File: src/rtl/ibex_prefetch_buffer_multi_if.sv
// Instruction-side OBI-style bus between the prefetch buffer (master) and
// the instruction memory or icache (slave).
interface ibex_prefetch_buffer_multi_if;
   logic        instr_req_o;
   logic        instr_gnt_i;
   logic [31:0] instr_addr_o;
   logic [31:0] instr_rdata_i;
   logic        instr_err_i;
   logic        instr_rvalid_i;

   // Handshake: a request is issued in a cycle where instr_req_o & instr_gnt_i.
   // rvalid returns one response per grant, in order, and is never back-pressured.
   modport master (
      output instr_req_o, instr_addr_o,
      input  instr_gnt_i, instr_rdata_i, instr_err_i, instr_rvalid_i
   );

   modport slave (
      input  instr_req_o, instr_addr_o,
      output instr_gnt_i, instr_rdata_i, instr_err_i, instr_rvalid_i
   );
endinterface

File: src/rtl/ibex_prefetch_buffer_multi.sv
// Word-aligned instruction prefetch buffer with several outstanding requests,
// branch-kill of in-flight responses, stop-on-error and a registered response FIFO.
module ibex_prefetch_buffer_multi #(
   parameter int unsigned NumOutstanding = 2,
   parameter int unsigned FifoDepth      = 3,
   parameter bit          ResetAll       = 1'b0
) (
   input  logic                                  clk_i,
   input  logic                                  rst_i,
   input  logic                                  req_i,
   input  logic                                  branch_i,
   input  logic [31:0]                           addr_i,
   input  logic                                  ready_i,
   output logic                                  valid_o,
   output logic [31:0]                           rdata_o,
   output logic [31:0]                           addr_o,
   output logic                                  err_o,
   ibex_prefetch_buffer_multi_if.master          bus,
   output logic [$clog2(NumOutstanding+1)-1:0]   outstanding_o,
   output logic                                  busy_o
);

   localparam int unsigned CntW = $clog2(NumOutstanding + 1);
   localparam int unsigned FcW  = $clog2(FifoDepth + 1);
   localparam int unsigned PtrW = (FifoDepth > 1) ? $clog2(FifoDepth) : 1;
   localparam int unsigned OccW = $clog2(FifoDepth + NumOutstanding + 1);

   logic [31:0]               fetch_addr_q;
   logic [CntW-1:0]           outst_q;
   logic                      err_stop_q;
   logic [31:0]               slot_addr_q [NumOutstanding];
   logic [31:0]               slot_addr_d [NumOutstanding];
   logic [NumOutstanding-1:0] slot_disc_q;
   logic [NumOutstanding-1:0] slot_disc_d;
   logic [31:0]               fifo_rdata_q [FifoDepth];
   logic [31:0]               fifo_addr_q  [FifoDepth];
   logic [FifoDepth-1:0]      fifo_err_q;
   logic [PtrW-1:0]           rd_ptr_q;
   logic [PtrW-1:0]           wr_ptr_q;
   logic [FcW-1:0]            fifo_cnt_q;

   logic [31:0]     branch_addr;
   logic [31:0]     req_addr;
   logic [OccW-1:0] occupancy;
   logic [CntW-1:0] slot_wr_idx;
   logic            credit_ok;
   logic            room_ok;
   logic            issue;
   logic            gnt_ok;
   logic            rsp_ok;
   logic            push;
   logic            pop;

   function automatic logic [PtrW-1:0] ptr_inc(input logic [PtrW-1:0] p);
      return (p == PtrW'(FifoDepth - 1)) ? '0 : p + 1'b1;
   endfunction

   assign branch_addr = addr_i & 32'hFFFF_FFFC;
   assign req_addr    = branch_i ? branch_addr : fetch_addr_q;
   assign credit_ok   = outst_q < CntW'(NumOutstanding);
   // Discarded in-flight slots still count against room, keeping the bound conservative.
   assign occupancy   = OccW'(fifo_cnt_q) + OccW'(outst_q);
   assign room_ok     = occupancy < OccW'(FifoDepth);
   assign issue       = credit_ok & (branch_i | (req_i & ~err_stop_q & room_ok));
   assign gnt_ok      = issue & bus.instr_gnt_i;
   assign rsp_ok      = bus.instr_rvalid_i & (outst_q != '0);
   // A response arriving in a branch cycle belongs to pre-branch fetch and is dropped.
   assign push        = rsp_ok & ~slot_disc_q[0] & ~branch_i;
   assign valid_o     = (fifo_cnt_q != '0) & ~branch_i;
   assign pop         = valid_o & ready_i;
   assign slot_wr_idx = outst_q - CntW'(rsp_ok);

   assign bus.instr_req_o  = issue;
   assign bus.instr_addr_o = req_addr;
   assign rdata_o          = valid_o ? fifo_rdata_q[rd_ptr_q] : '0;
   assign addr_o           = valid_o ? fifo_addr_q[rd_ptr_q]  : '0;
   assign err_o            = valid_o & fifo_err_q[rd_ptr_q];
   assign outstanding_o    = outst_q;
   assign busy_o           = issue | (outst_q != '0);

   // Slot 0 is always the oldest outstanding request; a response shifts the queue down.
   always_comb begin
      slot_addr_d = slot_addr_q;
      slot_disc_d = slot_disc_q;
      if (rsp_ok) begin
         for (int i = 0; i < int'(NumOutstanding) - 1; i++) begin
            slot_addr_d[i] = slot_addr_q[i+1];
            slot_disc_d[i] = slot_disc_q[i+1];
         end
      end
      if (branch_i) begin
         slot_disc_d = '1;
      end
      for (int i = 0; i < int'(NumOutstanding); i++) begin
         if (gnt_ok && (slot_wr_idx == CntW'(i))) begin
            slot_addr_d[i] = req_addr;
            slot_disc_d[i] = 1'b0;
         end
      end
   end

   always_ff @(posedge clk_i) begin
      if (rst_i) begin
         fetch_addr_q <= '0;
         outst_q      <= '0;
         err_stop_q   <= 1'b0;
         slot_disc_q  <= '0;
         rd_ptr_q     <= '0;
         wr_ptr_q     <= '0;
         fifo_cnt_q   <= '0;
      end else begin
         if (gnt_ok) begin
            fetch_addr_q <= req_addr + 32'd4;
         end else if (branch_i) begin
            fetch_addr_q <= branch_addr;
         end
         if (gnt_ok && !rsp_ok) begin
            outst_q <= outst_q + 1'b1;
         end else if (!gnt_ok && rsp_ok) begin
            outst_q <= outst_q - 1'b1;
         end
         slot_disc_q <= slot_disc_d;
         if (branch_i) begin
            err_stop_q <= 1'b0;
         end else if (push && bus.instr_err_i) begin
            err_stop_q <= 1'b1;
         end
         if (branch_i) begin
            rd_ptr_q   <= '0;
            wr_ptr_q   <= '0;
            fifo_cnt_q <= '0;
         end else begin
            if (push) wr_ptr_q <= ptr_inc(wr_ptr_q);
            if (pop)  rd_ptr_q <= ptr_inc(rd_ptr_q);
            if (push && !pop) begin
               fifo_cnt_q <= fifo_cnt_q + 1'b1;
            end else if (!push && pop) begin
               fifo_cnt_q <= fifo_cnt_q - 1'b1;
            end
         end
      end
   end

   always_ff @(posedge clk_i) begin
      if (ResetAll && rst_i) begin
         for (int i = 0; i < int'(NumOutstanding); i++) begin
            slot_addr_q[i] <= '0;
         end
         for (int i = 0; i < int'(FifoDepth); i++) begin
            fifo_rdata_q[i] <= '0;
            fifo_addr_q[i]  <= '0;
         end
         fifo_err_q <= '0;
      end else begin
         slot_addr_q <= slot_addr_d;
         if (push) begin
            fifo_rdata_q[wr_ptr_q] <= bus.instr_rdata_i;
            fifo_addr_q[wr_ptr_q]  <= slot_addr_q[0];
            fifo_err_q[wr_ptr_q]   <= bus.instr_err_i;
         end
      end
   end

`ifndef SYNTHESIS
   always_ff @(posedge clk_i) begin
      if (!rst_i) begin
         assert (!(bus.instr_rvalid_i && (outst_q == '0)))
            else $error("instr_rvalid_i with no outstanding request");
         assert (!(push && !pop && (fifo_cnt_q == FcW'(FifoDepth))))
            else $error("response FIFO overflow");
      end
   end
`endif

endmodule

File: src/flat_wrapper.sv
// flat-port wrapper written by rule: the top's interface ports become plain ports
module ibex_prefetch_buffer_multi_flat 
#(
   parameter int unsigned NumOutstanding = 2,
   parameter int unsigned FifoDepth      = 3,
   parameter bit          ResetAll       = 1'b0
)
  (clk_i, rst_i, req_i, branch_i, addr_i, ready_i, valid_o, rdata_o, addr_o, err_o, outstanding_o, busy_o, bus_instr_req_o, bus_instr_addr_o, bus_instr_gnt_i, bus_instr_rdata_i, bus_instr_err_i, bus_instr_rvalid_i);
  ibex_prefetch_buffer_multi_if bus_i ();
  input  logic clk_i;
  input  logic rst_i;
  input  logic req_i;
  input  logic branch_i;
  input  logic [31:0] addr_i;
  input  logic ready_i;
  output logic valid_o;
  output logic [31:0] rdata_o;
  output logic [31:0] addr_o;
  output logic err_o;
  output logic [$clog2(NumOutstanding+1)-1:0] outstanding_o;
  output logic busy_o;
  output wire logic [$bits(bus_i.instr_req_o)-1:0] bus_instr_req_o;
  output wire logic [$bits(bus_i.instr_addr_o)-1:0] bus_instr_addr_o;
  input wire logic [$bits(bus_i.instr_gnt_i)-1:0] bus_instr_gnt_i;
  input wire logic [$bits(bus_i.instr_rdata_i)-1:0] bus_instr_rdata_i;
  input wire logic [$bits(bus_i.instr_err_i)-1:0] bus_instr_err_i;
  input wire logic [$bits(bus_i.instr_rvalid_i)-1:0] bus_instr_rvalid_i;
  assign bus_instr_req_o = bus_i.instr_req_o;
  assign bus_instr_addr_o = bus_i.instr_addr_o;
  assign bus_i.instr_gnt_i = bus_instr_gnt_i;
  assign bus_i.instr_rdata_i = bus_instr_rdata_i;
  assign bus_i.instr_err_i = bus_instr_err_i;
  assign bus_i.instr_rvalid_i = bus_instr_rvalid_i;
  ibex_prefetch_buffer_multi #(.NumOutstanding(NumOutstanding), .FifoDepth(FifoDepth), .ResetAll(ResetAll)) u_core (.clk_i(clk_i), .rst_i(rst_i), .req_i(req_i), .branch_i(branch_i), .addr_i(addr_i), .ready_i(ready_i), .valid_o(valid_o), .rdata_o(rdata_o), .addr_o(addr_o), .err_o(err_o), .bus(bus_i), .outstanding_o(outstanding_o), .busy_o(busy_o));
endmodule
File: config.mk
export PLATFORM = sky130hd
export DESIGN_NAME = ibex_prefetch_buffer_multi_flat
export DESIGN_NICKNAME = d
export VERILOG_FILES = /design/src/rtl/ibex_prefetch_buffer_multi_if.sv /design/src/rtl/ibex_prefetch_buffer_multi.sv /design/src/flat_wrapper.sv
export SDC_FILE = /design/constraint.sdc
export NUM_CORES = 1
export LEC_CHECK = 0
export CORE_AREA = 2 2 154 156
export CTS_CLUSTER_SIZE = 8
export DETAILED_ROUTE_END_ITERATION = 8
export DIE_AREA = 0 0 156 158
export GPL_ROUTABILITY_DRIVEN = 0
export PLACE_DENSITY = 0.76
export SLEW_MARGIN = 20
export SYNTH_ARGS = -nofsm -noshare
export SYNTH_HDL_FRONTEND = slang
export SYNTH_SLANG_ARGS = --single-unit
File: constraint.sdc
create_clock -name clk_i -period 10.9 [get_ports clk_i]
set_input_delay 2.18 -clock clk_i [delete_from_list [all_inputs] [get_ports clk_i]]
set_output_delay 2.18 -clock clk_i [all_outputs]
set_load 0.02 [all_outputs]
Word-level counts from Yosys, hierarchy flattened
Memories as Yosys holds them, arrays and structs flattened. A register that Yosys moved wholly into a read port is not among the register bits.
Index checks and enable logic that the tools add are counted.
{"block": "word_totals", "register_bits": 110, "latch_bits": 0, "ramBits": 192, "rom_bits": 0, "out_inout_bits": 102, "wordCells": 92, "memories": 2}
{"block": "op_classes", "n_addsub": 9, "mul": 0, "n_div": 0, "order_cmp": 5, "eq_ne": 3, "shifts": 0, "mux": 25, "bitwise": 15, "n_reduce_logical": 22}
{"name": "u_core.fifo_addr_q", "words": 3, "word_bits": 32, "read_ports": 1, "rd_clocked_by_memory_dff": 1, "write_ports": 1, "line_no": "ibex_prefetch_buffer_multi.sv:36", "source": "logic [31:0] fifo_addr_q [FifoDepth];"}
{"name": "u_core.fifo_rdata_q", "words": 3, "word_bits": 32, "read_ports": 1, "rd_clocked_by_memory_dff": 1, "write_ports": 1, "line_no": "ibex_prefetch_buffer_multi.sv:35", "source": "logic [31:0] fifo_rdata_q [FifoDepth];"}
{"cell": "32-bit two-way mux", "n": 6}
{"cell": "32-bit by 3-bit adder with 32-bit output, second input constant", "n": 1}
{"cell": "2-bit two-way mux", "n": 10}
{"cell": "2-bit nonzero test", "n": 6}
{"cell": "1-bit AND", "n": 10}
{"cell": "2-bit by 1-bit adder with 2-bit output, second input constant", "n": 4}
{"cell": "1-bit logical AND", "n": 8}
{"cell": "2-bit by 3-bit less-than comparator with 1-bit output, second input constant", "n": 2}
{"cell": "1-bit two-way mux", "n": 6}
{"cell": "2-bit OR reduction", "n": 3}
{"cell": "2-bit == test, second input constant", "n": 2}
{"cell": "1-bit logical NOT", "n": 4}
{"cell": "2-bit by 1-bit subtractor with 2-bit output, second input constant", "n": 2}
{"cell": "2-bit by 2-bit adder with 3-bit output", "n": 1}
{"cell": "3-bit bitwise mux", "n": 1}
{"cell": "3-bit by 2-bit less-than comparator with 1-bit output, second input constant", "n": 1}
{"cell": "1-bit NOT", "n": 3}
{"cell": "1-bit binary-select mux with 2-bit select", "n": 1}
{"cell": "1-bit demux with 2-bit select", "n": 1}
{"cell": "2-bit by 1-bit == test with 1-bit output, second input constant", "n": 1}
{"cell": "2-bit by 1-bit >= comparator with 1-bit output, second input constant", "n": 1}
{"cell": "2-bit logical NOT", "n": 1}
{"cell": "2-bit less-than comparator, second input constant", "n": 1}
{"cell": "1-bit bitwise OR", "n": 2}
{"cell": "2-bit by 1-bit subtractor with 2-bit output", "n": 1}

Longest topological paths before layout
Gate-level depths: netlist of run 1.
{"block": "depth", "depth_word": 10, "mapped_depth": 11, "depth_no_buf": 8}

Worst setup path before layout of run 1
Ideal clock, no wire load.
{"block": "synth_timing", "path_kind": "input port to flip-flop", "from": "input port branch_i", "to": "memory u_core.fifo_addr_q[1][0], enable pin", "setup_time_ns": 0.584, "arrival_ns": 8.095, "required_time_ns": 10.316, "slack_ns": 2.222, "path_stages": 7, "path_cell_list": "buf_6 buf_6 buf_6 buf_2 or3_1 clkbuf_1 nor3b_1"}
{"block": "synth_via", "elab_chain_cells": 4}
{"item": "start: declaration", "line_no": "flat_wrapper.sv:13", "source": "input logic branch_i;"}
{"item": "1-bit NOT", "line_no": "ibex_prefetch_buffer_multi.sv:68", "source": "assign push = rsp_ok & ~slot_disc_q[0] & ~branch_i;"}
{"item": "1-bit AND", "line_no": "ibex_prefetch_buffer_multi.sv:68"}
{"item": "1-bit two-way mux", "line_no": "ibex_prefetch_buffer_multi.sv:156", "source": "if (push) begin"}
{"item": "1-bit two-way mux (not written as such)", "line_no": "ibex_prefetch_buffer_multi.sv:158", "source": "fifo_addr_q[wr_ptr_q] <= slot_addr_q[0];"}
{"item": "end: declaration", "line_no": "ibex_prefetch_buffer_multi.sv:36"}
No other way between the ends.

Worst setup path after layout of run 1
{"block": "layout_timing", "from": "input port branch_i", "to": "output port addr_o[5]"}
{"block": "layout_via", "elab_chain_cells": 3}
{"item": "1-bit NOT", "line_no": "ibex_prefetch_buffer_multi.sv:69", "source": "assign valid_o = (fifo_cnt_q != '0) & ~branch_i;"}
{"item": "1-bit AND", "line_no": "ibex_prefetch_buffer_multi.sv:69"}
{"item": "32-bit two-way mux", "line_no": "ibex_prefetch_buffer_multi.sv:76", "source": "assign addr_o = valid_o ? fifo_addr_q[rd_ptr_q] : '0;"}
{"item": "end: declaration", "line_no": "flat_wrapper.sv:18", "source": "output logic [31:0] addr_o;"}
No other way between the ends.

==> impl_metrics.ini, run 1 <==
[yosys]
synth.area.top_cells = edfxtp_1, dfxtp_1, mux2i_1, nor2_1, mux2_2
synthArstFlopShare_pct = 0
ys_seq_area_share_pct = 69.87
synth_cell_type_count = 54
ys_warn_count = 0
synth_cells = 904
synth_most_common_cell = edfxtp_1
yosys_register_bits = 304
yosys-top-cells-count = edfxtp_1, nor2_1, a21oi_1
synth_nets = 982
synth_top_area_share_pct = 62.62
synthesis.area_mm2 = 0.01242
synth_flop_cell = edfxtp_1
synth-edff-count = 259
syn_avg_cell_area_um2 = 13.74
synth_top_area_cell = edfxtp_1

[placement]
io_buffers = 171
post-dp-hpwl_um = 14150
dp.cells = 1325
post-place-ws_ns = 4.305

[detailed_routing]
vias = 7603
vias_per_cell = 5.446
route.detailed.drc = 0
drt_iter0_drc = 458
first_pass_iters = 5
routed_wl_um = 23950
wire_per_inst_um = 17.15
antenna_left = 0

[setup_path]
critPathBufInv = 4
cpMaxStageDelayCell = clkdlybuf4s50_1
worstPathArrival_ns = 4.39
crit_required_ns = 8.72
critical_path_class = primary input to output port
critPathMaxFanout = 66
cp_common_cell = buf_4
r2r_start = u_core.outstanding_o[0]
crit_path_start_kind = primary input
startpoint = branch_i
worstPathCellList = buf_2 -> buf_4 -> or2_2 -> buf_4 -> nor2_1 -> clkdlybuf4s50_1
critical_path.endpoint_type = output port
max_stage_delay_ns = 0.61
cp_top_family = buffers and inverters

[finish]
fillers = 1651
finalNetCount = 1158
drive_above_1_share_pct = 10.85
final_cells = 1396
syn_to_final_growth_pct = 25.54
antennaDiodeCount = 0

[sta]
final_max_slew_viol_count = 0
setup_viol = 0
slew_headroom_pct = 37.43
worst_pin_slew_ns = 0.9386
rsz0062_at_grt = false
timing.final.ws_setup_ns = 4.326
finalCriticalPeriod_ns = 6.574
finalHoldViolations = 0
fmax_ghz = 0.1521
fin_tns_setup_ns = 0
fin_crit_sh_pct = 60.31
clock_skew_ns = 0.01041

[worst_hold_path]
hold_start = u_core.fetch_addr_q[1]
hold_path.class = flip-flop to flip-flop

[cts]
cts_inserted_buffers = 43
tritoncts = built
cts_resized = 0
cts_buffer_depth = 3
cts_setup_buffers = 0
ctsHoldBuffers = 0
clock_sinks = 304
cts_root_buffer = clkbuf_16
path_clk_slew_ns = 0.05
clk-insertion-delay-late_ns = 0.51
htree_levels = 2

[global_routing]
antenna_found_initial = 0
grt_pass1_wl_um = 37540
grt_overflow = 0
grt_pass1_vias = 7266
grt_max_degree = 88
track_usage_pct = 19.38

[floorplanning]
ioPinCount = 174
core-area_mm2 = 0.02305
row_count = 56
initial_core_util_pct = 53.88
die_w_um = 156
die-height_um = 158
dieArea_mm2 = 0.02465

[power]
vdd.ir_drop.worst_uv = 122.0
leakagePower_uw = 0.005258
p_per_area_mw_per_mm2 = 201.0

[flow_run]
cap_viol_max_count = 0

[status]
status = finished, final reports clean
==> per-stage QoR <==
stage	cell area, µm²	hold WS (ns)	power (µW)	util, %
floorplan	12420	0.4167	1809	-
global placement	14370	0.4231	1950	62.33
detailed placement	14370	0.4292	1967	62.33
global route	15590	0.4652	3276	67.64
CTS	15590	0.4363	3168	67.64
finish	15590	0.4330	3134	67.64
==> kinds of logic (layout without fill, tap and decap cells) <==
logic type / Yosys count / count (layout) / share of synthesized area, %
DFF: 304 / 304 / 69.87
and+or+nand+nor: 264 / 264 / 10.03
AOI/OAI and AO/OA: 130 / 130 / 6.014
muxes: 119 / 119 / 10.08
buffers and inverters: 67 / 269 / 2.347
xor gates and xnor gates: 14 / 14 / 0.9872
adders and majority gates: 6 / 6 / 0.6649
==> flip-flops by register name (all words and copies together), names as in the netlist, named ones only <==
register              count
u_core.fifo_rdata_q      96
u_core.rd_ptr_q           2
u_core.slot_disc_q        2
u_core.fifo_addr_q       96
u_core.fifo_cnt_q         2
u_core.err_stop_q         1
u_core.outstanding_o      2
u_core.slot_addr_q       64
u_core.fetch_addr_q      32
u_core.fifo_err_q         3
u_core.wr_ptr_q           2
==> worst paths after layout <==
path	slack, ns	endpoint	depth (start not counted)
worst min-delay path	0.43	u_core.fetch_addr_q[1]	2
worst min register to register	0.43	u_core.fetch_addr_q[1]	2
worst max-delay path	4.33	addr_o[5]	6
worst max register to register	7.55	u_core.slot_addr_q[58]	8
==> power breakdown <==
part / internal [µW] / switching, µW / leakage, µW
registers: 1470 / 64.0 / 0.00274
logic: 170 / 238 / 0.00194
clock network: 753 / 436 / 0.000585
==> worst register-to-register path: cells and delay by family, from the launching register on <==
family,cells,cell delay [ns]
and+or+nand+nor,3,1.12
AOI/OAI and AO/OA,1,0.21
buffers and inverters,2,0.67
adders and majority gates,2,0.58
DFF,1,0.36
==> cells in the final DEF, fill, tap and decap left out, types with 3 or more instances in the layout <==
| cell | count |
|---|---|
| nor2_1 | 165 |
| edfxtp_1 | 259 |
| or3_1 | 9 |
| nand2_1 | 16 |
| o31ai_1 | 6 |
| nor3b_2 | 3 |
| and3_1 | 5 |
| a21oi_1 | 93 |
| nand4b_1 | 3 |
| o21ai_0 | 10 |
| mux2i_1 | 72 |
| or2_2 | 3 |
| nand4_1 | 8 |
| or4_1 | 5 |
| xnor2_1 | 5 |
| nor3_1 | 7 |
| clkbuf_16 | 45 |
| xor2_1 | 9 |
| mux2_2 | 46 |
| clkdlybuf4s50_1 | 170 |
| buf_4 | 11 |
| clkbuf_1 | 26 |
| nor4_1 | 3 |
| nand3b_1 | 4 |
| dfxtp_1 | 43 |
| inv_1 | 15 |
| a31oi_1 | 5 |
| ha_1 | 5 |
| nand3_1 | 13 |
| o41ai_1 | 3 |
| nand2b_1 | 4 |
==> layout make-up <==
cell class,instances,area (µm²),share of cell area (%)
tap,290,362.8,2.327
inverter,16,60.06,0.3852
clock buffer,71,1224,7.848
sequential,304,8686,55.71
multi-input combinational,533,3471,22.26
timing repair buffer,182,1789,11.47
==> per-layer routing <==
layer / global-route usage [%] / up-vias / wire length, µm
met4: 5.111 / 0 / 365
met3: 3.641 / 33 / 1328
met1: 27.35 / 3628 / 11160
met2: 31.27 / 226 / 11100
met5: 0 / - / 0
li1: - / 3716 / -
(Power assumes the default switching activity.)
==> run 2, diff against run 1 <==
==> constraint.sdc (replaced) <==
create_clock -name clk_i -period 6.6 [get_ports clk_i]
set_input_delay 1.32 -clock clk_i [delete_from_list [all_inputs] [get_ports clk_i]]
set_output_delay 1.32 -clock clk_i [all_outputs]
set_load 0.02 [all_outputs]
==> run 2 against run 1 <==
Clock power is 63% higher; non-clock buffer count stayed put; combinational power is 66% higher; critical path type unchanged.
==> impl_metrics.ini, run 2 (synthesized netlist as in run 1, its figures left out) <==
[cts]
cts_setup_buffers = 0
path_clk_slew_ns = 0.05
htree_levels = 2
ctsHoldBuffers = 0
cts_resized = 0
tritoncts = built
cts_inserted_buffers = 43
clock_sinks = 304
clk-insertion-delay-late_ns = 0.52
cts_root_buffer = clkbuf_16
cts_buffer_depth = 3

[sta]
slew_headroom_pct = 37.12
clock_skew_ns = 0.01577
finalHoldViolations = 0
fin_crit_sh_pct = 69.95
fmax_ghz = 0.2166
final_max_slew_viol_count = 0
finalCriticalPeriod_ns = 4.617
fin_tns_setup_ns = 0
worst_pin_slew_ns = 0.9432
rsz0062_at_grt = false
setup_viol = 0
whs_ns = 0.4535

[finish]
reg_top3 = u_core.fifo_addr_q x96, u_core.fifo_rdata_q x96, u_core.slot_addr_q x64
final_util_pct = 67.60
drive_above_1_share_pct = 10.94
antennaDiodeCount = 0
seq_area_mm2 = 0.008686
final_cell_mix = edfxtp_1, clkdlybuf4s50_1, nor2_1
multi_input_area_mm2 = 0.003490
syn_to_final_growth_pct = 25.47
finalNetCount = 1158
final_common_cell = edfxtp_1
fillers = 1618

[global_routing]
grt_pass1_wl_um = 37700
grt_pass1_vias = 7172
track_usage_pct = 19.59
grt_busiest_layer = met2
use_met1_pct = 28.28
grt_max_degree = 71
antenna_found_initial = 0
grt_overflow = 0
grt_util_met2_pct = 30.78
met3_usage_pct = 3.832

[detailed_routing]
first_pass_iters = 5
drt_iter0_drc = 434
route.detailed.drc = 0
wire_per_inst_um = 17.25
vias_per_cell = 5.389
vias = 7523
antenna_left = 0
routed_wl_um = 24080

[floorplanning]
die_w_um = 156
row_count = 56
dieArea_mm2 = 0.02465
ioPinCount = 174
core-area_mm2 = 0.02305
initial_core_util_pct = 53.88
die-height_um = 158

[setup_path]
worst_r2r_path_depth = 8
rrSetupSlack_ns = 3.20
critical_path_class = primary input to output port
worstPathArrival_ns = 3.30
critPathMaxFanout = 38
r2r_start = u_core.outstanding_o[0]
crit_path_start_kind = primary input
crit_required_ns = 5.28
r2r-end = u_core.fetch_addr_q[27]
critical_path.endpoint_type = output port

[worst_hold_path]
hold_path.class = flip-flop to flip-flop
hold_start = u_core.fetch_addr_q[1]
min_to = u_core.fetch_addr_q[1]
whs_path_depth = 2

[placement]
io_buffers = 171
post-dp-hpwl_um = 14590

[status]
status = finished, final reports clean

[flow_run]
cap_viol_max_count = 0

[power]
vdd.ir_drop.worst_uv = 212.3
p_per_area_mw_per_mm2 = 331.1
leakagePower_uw = 0.005241
## run 2: per-stage QoR
stage | total power [µW] | setup slack, ns | area (µm²) | instances
after floorplan | 2984 | 1.082 | 12440 | 904
after global placement | 3225 | 2.018 | 14390 | 1325
after detailed placement | 3255 | 1.984 | 14390 | 1325
after CTS | 5211 | 1.985 | 15580 | 1396
after global routing | 5395 | 1.866 | 15580 | 1396
final | 5160 | 1.983 | 15580 | 1396
## run 2: routing by layer
layer  vias to the layer above  share of wire (%)
met5                         -                  0
met4                         0                1.5
met3                        28                6.8
met2                       236                 46
met1                      3553                 46
li1                       3706                  -
## run 2: worst max path at each step
stage                     slack (ns)  depth (start not counted)                       end     start
after floorplan                 1.08                          7  u_core.fifo_addr_q[1][0]  branch_i
after global placement          2.02                          5                 addr_o[6]  branch_i
after detailed placement        1.98                          5                addr_o[16]  branch_i
after CTS                       1.98                          5                 addr_o[9]  branch_i
after global routing            1.87                          5      bus_instr_addr_o[11]  branch_i
final                           1.98                          5                 addr_o[9]  branch_i
## run 2: power by group
part | leakage (µW) | switching [µW] | internal (µW)
combinational | 0.00193 | 397 | 281
clock | 0.000573 | 740 | 1200
sequential | 0.00274 | 109 | 2430
## run 2: area by class of cell
| class | count | area share [%] |
|---|---|---|
| Clock inverter | 3 | 0.1686 |
| Multi-Input combinational cell | 533 | 22.39 |
| Inverter | 16 | 0.3854 |
| Clock buffer | 68 | 7.507 |
| Timing Repair Buffer | 182 | 11.48 |
| Sequential cell | 304 | 55.74 |
| Tap cell | 290 | 2.328 |
## run 2: worst max-delay path, stage by stage
cell and delay (ns):
buf_2 0.12, or2_2 0.59, buf_4 0.38, nor2_1 0.20
clkdlybuf4s50_1 0.63
